`src/rtl/fewcore_pkg.sv`:
```
// Shared types for the fewcore pipeline: default widths, issue queue entry
// layout and the writeback operand-forwarding helper.
package fewcore_pkg;

  localparam int XLEN_DEF  = 32;
  localparam int PCLEN_DEF = 10;
  localparam logic [4:0] REG_ZERO = 5'd0;

  typedef struct packed {
    logic [PCLEN_DEF-1:0] pc;
    logic [4:0]           rd;
    logic [4:0]           rs1_idx;
    logic [4:0]           rs2_idx;
    logic [XLEN_DEF-1:0]  rs1;
    logic [XLEN_DEF-1:0]  rs2;
    logic [XLEN_DEF-1:0]  imm;
    logic [11:0]          code;
    logic                 is_load;
    logic                 is_branch;
  } issue_entry_t;

  // wb_en already excludes x0, so a match here never patches register 0
  function automatic logic [XLEN_DEF-1:0] patch_operand(
    input logic [4:0]          idx,
    input logic [XLEN_DEF-1:0] val,
    input logic                wb_en,
    input logic [4:0]          wb_rd,
    input logic [XLEN_DEF-1:0] wb_data
  );
    if (wb_en && (idx == wb_rd)) begin
      return wb_data;
    end else begin
      return val;
    end
  endfunction

endpackage

```
`src/rtl/busy_table.sv`:
```
// Register scoreboard: one pending-write bit per architectural register,
// set on issue, cleared on writeback, set wins on a same-cycle collision.
module busy_table
  import fewcore_pkg::*;
(
  input  logic        clk,
  input  logic        reset,
  input  logic        set_en,
  input  logic [4:0]  set_idx,
  input  logic        clr_en,
  input  logic [4:0]  clr_idx,
  input  logic [4:0]  rs1_idx,
  input  logic [4:0]  rs2_idx,
  input  logic [4:0]  rd_idx,
  output logic        rs1_busy,
  output logic        rs2_busy,
  output logic        rd_busy,
  output logic [31:0] busy_vec
);

  logic [31:0] busy_r;
  logic [31:0] set_mask_s;
  logic [31:0] clr_mask_s;
  logic [31:0] busy_nxt_s;

  assign set_mask_s = set_en ? (32'd1 << set_idx) : 32'd0;
  assign clr_mask_s = clr_en ? (32'd1 << clr_idx) : 32'd0;
  assign busy_nxt_s = ((busy_r & ~clr_mask_s) | set_mask_s) & ~32'd1;

  // Scoreboard state; bit 0 is forced clear so x0 never stalls issue
  always_ff @(posedge clk) begin
    if (reset) begin
      busy_r <= 32'd0;
    end else begin
      busy_r <= busy_nxt_s;
    end
  end

  assign rs1_busy = busy_r[rs1_idx];
  assign rs2_busy = busy_r[rs2_idx];
  assign rd_busy  = busy_r[rd_idx];
  assign busy_vec = busy_r;

endmodule

```
`src/rtl/issue_stage.sv`:
```
// In-order issue queue between fetch and execute: holds decoded instructions,
// forwards writeback values into queued operands and issues the head when hazard-free.
module issue_stage
  import fewcore_pkg::*;
#(
  parameter int XLEN  = XLEN_DEF,
  parameter int PCLEN = PCLEN_DEF,
  parameter int DEPTH = 2
) (
  input  logic             clk,
  input  logic             reset,
  input  logic             inValid,
  output logic             inReady,
  input  logic [PCLEN-1:0] inPc,
  input  logic [4:0]       inRd,
  input  logic [4:0]       inRs1Idx,
  input  logic [4:0]       inRs2Idx,
  input  logic [XLEN-1:0]  inRs1,
  input  logic [XLEN-1:0]  inRs2,
  input  logic [XLEN-1:0]  inImm,
  input  logic [11:0]      inCode,
  input  logic             inIsLoad,
  input  logic             inIsBranch,
  input  logic             wbValid,
  input  logic [4:0]       wbRd,
  input  logic [XLEN-1:0]  wbData,
  input  logic             brDone,
  input  logic             flush,
  output logic             outValid,
  input  logic             outReady,
  output logic [PCLEN-1:0] outPc,
  output logic [4:0]       outRd,
  output logic [XLEN-1:0]  outRs1,
  output logic [XLEN-1:0]  outRs2,
  output logic [XLEN-1:0]  outImm,
  output logic [11:0]      outCode,
  output logic             outIsLoad,
  output logic             outIsBranch,
  output logic [31:0]      busyVec
);

  localparam int PW = (DEPTH > 1) ? $clog2(DEPTH) : 1;
  localparam int CW = $clog2(DEPTH) + 1;

  issue_entry_t     q_r [DEPTH];
  logic [PW-1:0]    head_r;
  logic [PW-1:0]    tail_r;
  logic [CW-1:0]    count_r;
  logic             branch_pending_r;

  issue_entry_t     head_s;
  issue_entry_t     in_entry_s;
  logic             wb_hit_s;
  logic             enq_s;
  logic             xfer_s;
  logic             rs1_busy_s;
  logic             rs2_busy_s;
  logic             rd_busy_s;

  assign head_s   = q_r[head_r];
  assign wb_hit_s = wbValid && (wbRd != REG_ZERO);
  assign inReady  = (count_r < CW'(DEPTH)) && !flush;
  assign enq_s    = inValid && inReady;
  assign outValid = (count_r != {CW{1'b0}}) && !branch_pending_r && !rs1_busy_s
                    && !rs2_busy_s && !rd_busy_s && !flush;
  assign xfer_s   = outValid && outReady;

  // Incoming instruction, with a same-cycle writeback captured over the fetch-time operands
  always_comb begin
    in_entry_s           = '0;
    in_entry_s.pc        = inPc;
    in_entry_s.rd        = inRd;
    in_entry_s.rs1_idx   = inRs1Idx;
    in_entry_s.rs2_idx   = inRs2Idx;
    in_entry_s.rs1       = patch_operand(inRs1Idx, inRs1, wb_hit_s, wbRd, wbData);
    in_entry_s.rs2       = patch_operand(inRs2Idx, inRs2, wb_hit_s, wbRd, wbData);
    in_entry_s.imm       = inImm;
    in_entry_s.code      = inCode;
    in_entry_s.is_load   = inIsLoad;
    in_entry_s.is_branch = inIsBranch;
  end

  busy_table u_busy (
    .clk      (clk),
    .reset    (reset),
    .set_en   (xfer_s && (head_s.rd != REG_ZERO)),
    .set_idx  (head_s.rd),
    .clr_en   (wb_hit_s),
    .clr_idx  (wbRd),
    .rs1_idx  (head_s.rs1_idx),
    .rs2_idx  (head_s.rs2_idx),
    .rd_idx   (head_s.rd),
    .rs1_busy (rs1_busy_s),
    .rs2_busy (rs2_busy_s),
    .rd_busy  (rd_busy_s),
    .busy_vec (busyVec)
  );

  // Queue storage, pointers and branch gate; patching free slots is harmless since enqueue overwrites them
  always_ff @(posedge clk) begin
    if (reset) begin
      for (int i = 0; i < DEPTH; i++) begin
        q_r[i] <= '0;
      end
      head_r           <= '0;
      tail_r           <= '0;
      count_r          <= '0;
      branch_pending_r <= 1'b0;
    end else if (flush) begin
      head_r           <= '0;
      tail_r           <= '0;
      count_r          <= '0;
      branch_pending_r <= 1'b0;
    end else begin
      for (int i = 0; i < DEPTH; i++) begin
        q_r[i].rs1 <= patch_operand(q_r[i].rs1_idx, q_r[i].rs1, wb_hit_s, wbRd, wbData);
        q_r[i].rs2 <= patch_operand(q_r[i].rs2_idx, q_r[i].rs2, wb_hit_s, wbRd, wbData);
      end
      if (enq_s) begin
        q_r[tail_r] <= in_entry_s;
        tail_r      <= tail_r + PW'(1);
      end else begin
        tail_r      <= tail_r;
      end
      if (xfer_s) begin
        head_r <= head_r + PW'(1);
      end else begin
        head_r <= head_r;
      end
      count_r <= count_r + CW'(enq_s) - CW'(xfer_s);
      if (xfer_s && head_s.is_branch) begin
        branch_pending_r <= 1'b1;
      end else if (brDone) begin
        branch_pending_r <= 1'b0;
      end else begin
        branch_pending_r <= branch_pending_r;
      end
    end
  end

  assign outPc       = head_s.pc;
  assign outRd       = head_s.rd;
  assign outRs1      = head_s.rs1;
  assign outRs2      = head_s.rs2;
  assign outImm      = head_s.imm;
  assign outCode     = head_s.code;
  assign outIsLoad   = head_s.is_load;
  assign outIsBranch = head_s.is_branch;

endmodule

```
`config.mk`:
```
export PLATFORM = sky130hd
export DESIGN_NAME = issue_stage
export DESIGN_NICKNAME = d
export VERILOG_FILES = /design/src/rtl/fewcore_pkg.sv /design/src/rtl/busy_table.sv /design/src/rtl/issue_stage.sv
export SDC_FILE = /design/constraint.sdc
export NUM_CORES = 1
export LEC_CHECK = 0
export CAP_MARGIN = 5
export CORE_AREA = 2 2 201 203
export CTS_CLUSTER_SIZE = 20
export DETAILED_ROUTE_END_ITERATION = 12
export DIE_AREA = 0 0 203 205
export PLACE_DENSITY = 0.65
export SYNTH_ARGS = -nofsm -noshare
export SYNTH_HDL_FRONTEND = slang
export SYNTH_SLANG_ARGS = --single-unit
export TNS_END_PERCENT = 30
```
`constraint.sdc`:
```
create_clock -name clk -period 14.5 [get_ports clk]
set_input_delay 4.35 -clock clk [delete_from_list [all_inputs] [get_ports clk]]
set_output_delay 4.35 -clock clk [all_outputs]
set_load 0.1 [all_outputs]
```
==> flow_metrics.tcl, run 1 <==
set metrics [dict create \
    cts_setup_buffers 0 \
    crit_arrival_ns 7.11 \
    postRouteWirelength_um 47600 \
    p_sw_mw 0.7025 \
    dr_wl_met3_um 4322 \
    finalNonFillerCells 2109 \
    sw_frac_of_total_pct 30.02 \
    nFillCells 3404 \
    io_pins 338 \
    cts_buffers 35 \
    drt-met1-wl_um 19090 \
    maxClockFrequency_mhz 87.23 \
    crit_chain "clkdlybuf4s50_1, nor2_1, o2111ai_1, a211oi_2, and4_1, clkdlybuf4s50_1" \
    syn-instance-count 1249 \
    grt_pass1_wl_um 71150 \
    top_layer "met5" \
    final.setup.worst_slack_ns 3.036 \
    core-area_um2 39370 \
    start_kind "input port" \
    hold_viol_final 0 \
    start_util_pct 39.81 \
    yosys-top-cells-area "edfxtp_1 52%, mux2_2 9.1%, a22o_1 7.2%" \
    crit_path_top_delay_cell "clkdlybuf4s50_1" \
    drive_gt1_share_pct 14.85 \
    syn-cell-area_um2 15670 \
    rsz0062_at_grt "false" \
    rows 73 \
    max_stage_delay_ns 1.15 \
    vias_per_cell 5.609 \
    synthArstFlopShare_pct 0 \
    final_common_cell "clkdlybuf4s50_1" \
    htree_levels 2 \
    period_needed_ns 11.46 \
    pwr-share-comb_pct 20.6 \
    hpwl_um 31720 \
    internal-power_mw 1.638 \
    slew_violations 0 \
    cts_tree "yes" \
    ys_ff_latch 307 \
    drc_errors 0 \
    clk_pin_slew_ns 0.06 \
    track_usage_pct 22.31 \
    worstSetupEndpointType "output port" \
    worstPathRequired_ns 10.15 \
    grt_pass1_vias 11820 \
    ys_types 71 \
    min_path_type "reg2reg" \
    place_ws_ns 3.042 \
    placed_cells 2043 \
    antenna_found_initial 4 \
    cts_hold_buf 0 \
    synth_largest_area_cell "edfxtp_1" \
    ys_seq_area_share_pct 56.46 \
    p_leak_nw 7.412 \
    die_h_um 205 \
    cts.sinks 307 \
    p_clk_share_pct 35.1 \
    avgSynthCellArea_um2 12.55 \
    setup-tns-final_ns 0 \
    vdd_drop_max_mv 0.07122 \
    setup_viol 0 \
    first_iter_violations 784 \
    cts_resized 0 \
    power.density_nw_per_um2 113.7 \
    detail-route-antenna-nets 0 \
    worstPathMaxFanout 9 \
    die_x_um 203 \
    synth_enable_flop_cells 270 \
    die-area_um2 41620 \
    status "completed" \
    finalClockSkew_ns 0.01064 \
    post_drt_wl_per_cell_um 22.57 \
    area_growth_syn_to_layout_pct 31.38 \
    relSlewSlack_pct 22.15 \
    synth_ff_type "edfxtp_1" \
    nets 1736 \
    io_buffers 336 \
    dr_wl_met2_um 22440 \
    cts_buffer_depth 3 \
    gp_congestion 0.9162 \
    final_cell_mix "336 x clkdlybuf4s50_1, 270 x edfxtp_1, 146 x and2_1, 128 x a22o_1, 126 x mux2_2" \
    first_pass_iters 5 \
    cp_common_cell "clkdlybuf4s50_1" \
    seqPwrFrac_pct 44.3 \
    fin_area_um2 20590 \
    placed_area_um2 19530 \
    clock_latency_ns 0.53 \
    gr-total-overflow 0 \
    cap_violations 0 \
    num_vias 11830 \
    synth_fp_nets 1430 \
    grt_max_degree 72 \
    yosys_warnings 0 \
    worstSetupPathType "in2out" \
    period_share_pct 79.06 \
    worst_slew_pin_slew_ns 1.151 \
    clockRootBuffer "clkbuf_16" \
    synth.top_cell.area_share_pct 51.74 \
]
==> Yosys cell counts, drive strengths merged (21+ instances only) <==
cell / number
mux2: 126
nor2b: 21
edfxtp: 270
inv: 25
nand2: 42
nor2: 45
a21oi: 25
dfxtp: 37
a22o: 128
and2: 146
buf: 28
nand3b: 26
clkbuf: 64
o21ai: 30
==> stage by stage <==
stage	hold slack, ns	total power, mW	utilization (%)
after floorplan	0.4560	1.380	-
after global placement	0.4613	1.532	49.61
after detailed placement	0.4749	1.537	49.61
after CTS	0.4862	2.358	52.29
after global routing	0.5422	2.420	52.30
final	0.4828	2.340	52.30
==> registers in the layout, summed over array words and instances, names as in the netlist, named ones only <==
register,cells
count_r,2
u_busy.busy_vec,31
branch_pending_r,1
head_r,1
tail_r,1
q_r,270
==> metal layers <==
metal  vias up  global-route usage (%)
met5         -                       0
met4         4                   8.238
met3       117                   6.507
met2       504                   36.22
met1      5822                   28.30
li1       5383                       -
==> logic make-up after synthesis <==
kind of cell,synth area share [%]
DFF,56.46
xor gates and xnor gates,1.844
muxes,10.80
other,0.02393
AOI/OAI and AO/OA,14.16
and+or+nand+nor,13.32
buffers and inverters,3.233
adders and majority gates,0.1597
==> worst paths after layout <==
path,startpoint,endpoint,slack [ns],cells past startpoint
min,head_r,flop,0.48,2
max,flush,outValid,3.04,6
max reg2reg,flop,count_r[1],9.28,15
min reg2reg,head_r,flop,0.48,2
==> critical path: cells and delay by family <==
family	cells	cell delay (ns)
buf+inv	2	1.83
simple gates	2	0.47
compound gates	2	0.46
==> area by class of cell <==
type	instances	area (um2)	area share, %
Timing Repair Buffer	361	3551	17.25
Antenna cell	2	5.005	0.02431
Tap cell	525	656.9	3.190
Multi-Input combinational cell	825	6377	30.97
Clock buffer	49	970.9	4.716
Sequential cell	307	8852	42.99
Clock inverter	15	82.58	0.4011
Inverter	25	93.84	0.4558
==> power groups by stage <==
stage	combinational, mW	sequential [mW]	clock [mW]
floorplan	0.331	1.05	0
detailed placement	0.481	1.06	0
CTS	0.483	1.04	0.837
global placement	0.479	1.05	0
global route	0.502	1.04	0.875
finish	0.481	1.04	0.822
No activity file was read; power rests on OpenSTA's default activity.
==> run 2, diff against run 1 <==
clock period = 11.46 ns   (was 14.5 ns; I/O delays follow)
==> flow_metrics.tcl, run 2 (synthesis gave the netlist of run 1 again) <==
set metrics [dict create \
    crit_path_top_delay_cell "clkdlybuf4s50_1" \
    start_util_pct 39.81 \
    worstPathRequired_ns 8.02 \
    first_pass_iters 9 \
    crit_buf_inv 3 \
    worst_slew_pin_slew_ns 1.194 \
    drive_gt1_share_pct 15.05 \
    maxClockFrequency_mhz 106.0 \
    nFillCells 3388 \
    detail-route-antenna-nets 0 \
    io_pins 338 \
    cts_buffer_depth 3 \
    min_path_type "reg2reg" \
    area_growth_syn_to_layout_pct 31.82 \
    cts_resized 0 \
    drc_errors 0 \
    first_iter_violations 942 \
    cp_common_cell "clkdlybuf4s50_1" \
    regMostFlops "q_r" \
    finalClockSkew_ns 0.01097 \
    antenna_found_initial 3 \
    rsz0062_at_grt "false" \
    p_leak_nw 7.448 \
    vias_per_cell 5.632 \
    finalPower_mw 3.029 \
    slew_violations 0 \
    rows 73 \
    worstSetupPathType "in2out" \
    worstPathMaxFanout 9 \
    period_share_pct 82.33 \
    hold_viol_final 0 \
    max_stage_delay_ns 1.15 \
    grt_max_degree 82 \
    power.density_nw_per_um2 146.6 \
    die_h_um 205 \
    cts_tree "yes" \
    clockRootBuffer "clkbuf_16" \
    cts_hold_buf 0 \
    start_kind "input port" \
    nets 1735 \
    core-area_um2 39370 \
    post_drt_wl_per_cell_um 22.76 \
    die-area_um2 41620 \
    final_cell_mix "336 x clkdlybuf4s50_1, 270 x edfxtp_1, 146 x and2_1, 128 x a22o_1, 126 x mux2_2" \
    crit_arrival_ns 6.00 \
    worstSetupEndpointType "output port" \
    crit_chain "clkdlybuf4s50_1, buf_4, nor2_1, o2111ai_1, a211oi_2, and4_1, clkdlybuf4s50_1" \
    cts_buffers 36 \
    cts_setup_buffers 0 \
    clk_pin_slew_ns 0.05 \
    r2r_slack_ns 6.34 \
    gr-total-overflow 0 \
    vdd_drop_max_mv 0.1259 \
    multiInputGateArea_um2 6377 \
    postRouteWirelength_um 48010 \
    largest_register_ffs 270 \
    num_vias 11880 \
    die_x_um 203 \
    track_usage_pct 22.53 \
    hpwl_um 31430 \
    cts.sinks 307 \
    regArea_um2 8852 \
    setup_viol 0 \
    status "completed" \
    crit_family "buffers and inverters" \
    relSlewSlack_pct 19.26 \
    clock_latency_ns 0.54 \
    gp_congestion 0.9462 \
    final_common_cell "clkdlybuf4s50_1" \
    cap_violations 0 \
    grt_pass1_vias 11660 \
    htree_levels 2 \
    period_needed_ns 9.435 \
    setup-tns-final_ns 0 \
    io_buffers 336 \
    grt_pass1_wl_um 71490 \
]
## run 2: cell types whose count changed in the layout (fill, tap and decap cells not counted), sizes merged
| cell | change |
|---|---|
| clkbuf | -5 |
| bufinv | +2 |
| clkinv | +5 |
| diode | +1 |
| clkinvlp | -1 |
| buf | -2 |
## run 2: layout make-up
class / instances / share of cell area (%)
inverters: 25 / 0.4542
clock buffers: 44 / 4.712
diodes: 3 / 0.03634
well taps: 525 / 3.180
clock inverters: 21 / 0.7813
multi-input cells: 825 / 30.87
flip-flops and latches: 307 / 42.85
repair buffers: 359 / 17.12
## run 2: worst paths after layout
path,to,cells past startpoint,start
max,outValid,7,flush
min reg2reg,flop,2,head_r
min,flop,2,head_r
max reg2reg,count_r[1],15,flop
## run 2: per-stage QoR
| stage | util [%] | hold WS (ns) | setup WS, ns | area (um2) | instances |
|---|---|---|---|---|---|
| 3_3_place_gp | 49.58 | 0.4606 | 2.038 | 19520 | 2041 |
| 3_5_place_dp | 49.58 | 0.4741 | 2.027 | 19520 | 2041 |
| 4_1_cts | 52.46 | 0.4800 | 2.022 | 20650 | 2106 |
| 6_report | 52.48 | 0.4735 | 2.025 | 20660 | 2109 |
| 5_1_grt | 52.48 | 0.5145 | 1.926 | 20660 | 2109 |
| 2_1_floorplan | - | 0.4560 | 3.116 | 15670 | 1249 |
## run 2: report_power, final
part           leakage (nW)  total [mW]  internal, mW  switching, mW
logic                  3.78       0.609         0.190          0.419
clock network         0.558        1.11         0.651          0.458
registers              3.11        1.31          1.29         0.0250
total                  7.45        3.03          2.13          0.902
## run 2: worst reg2reg max path: cells and delay by family (launching register included)
family	cells	cell delay [ns]
fa+ha+maj	2	0.39
buf+inv	3	1.14
compound gates	4	1.14
xor+xnor	2	0.31
flops	1	0.98
simple gates	4	1.04
## run 2: layer usage
layer  up-vias  share of wire [%]  GRT usage, %  wire length (um)
met3       116                9.3         6.077              4481
met1      5813                 40         28.80             19330
li1       5395                  -             -                 -
met2       554                 46         35.85             22320
met5         -                  0             0                 0
met4         0                3.9         10.11              1872
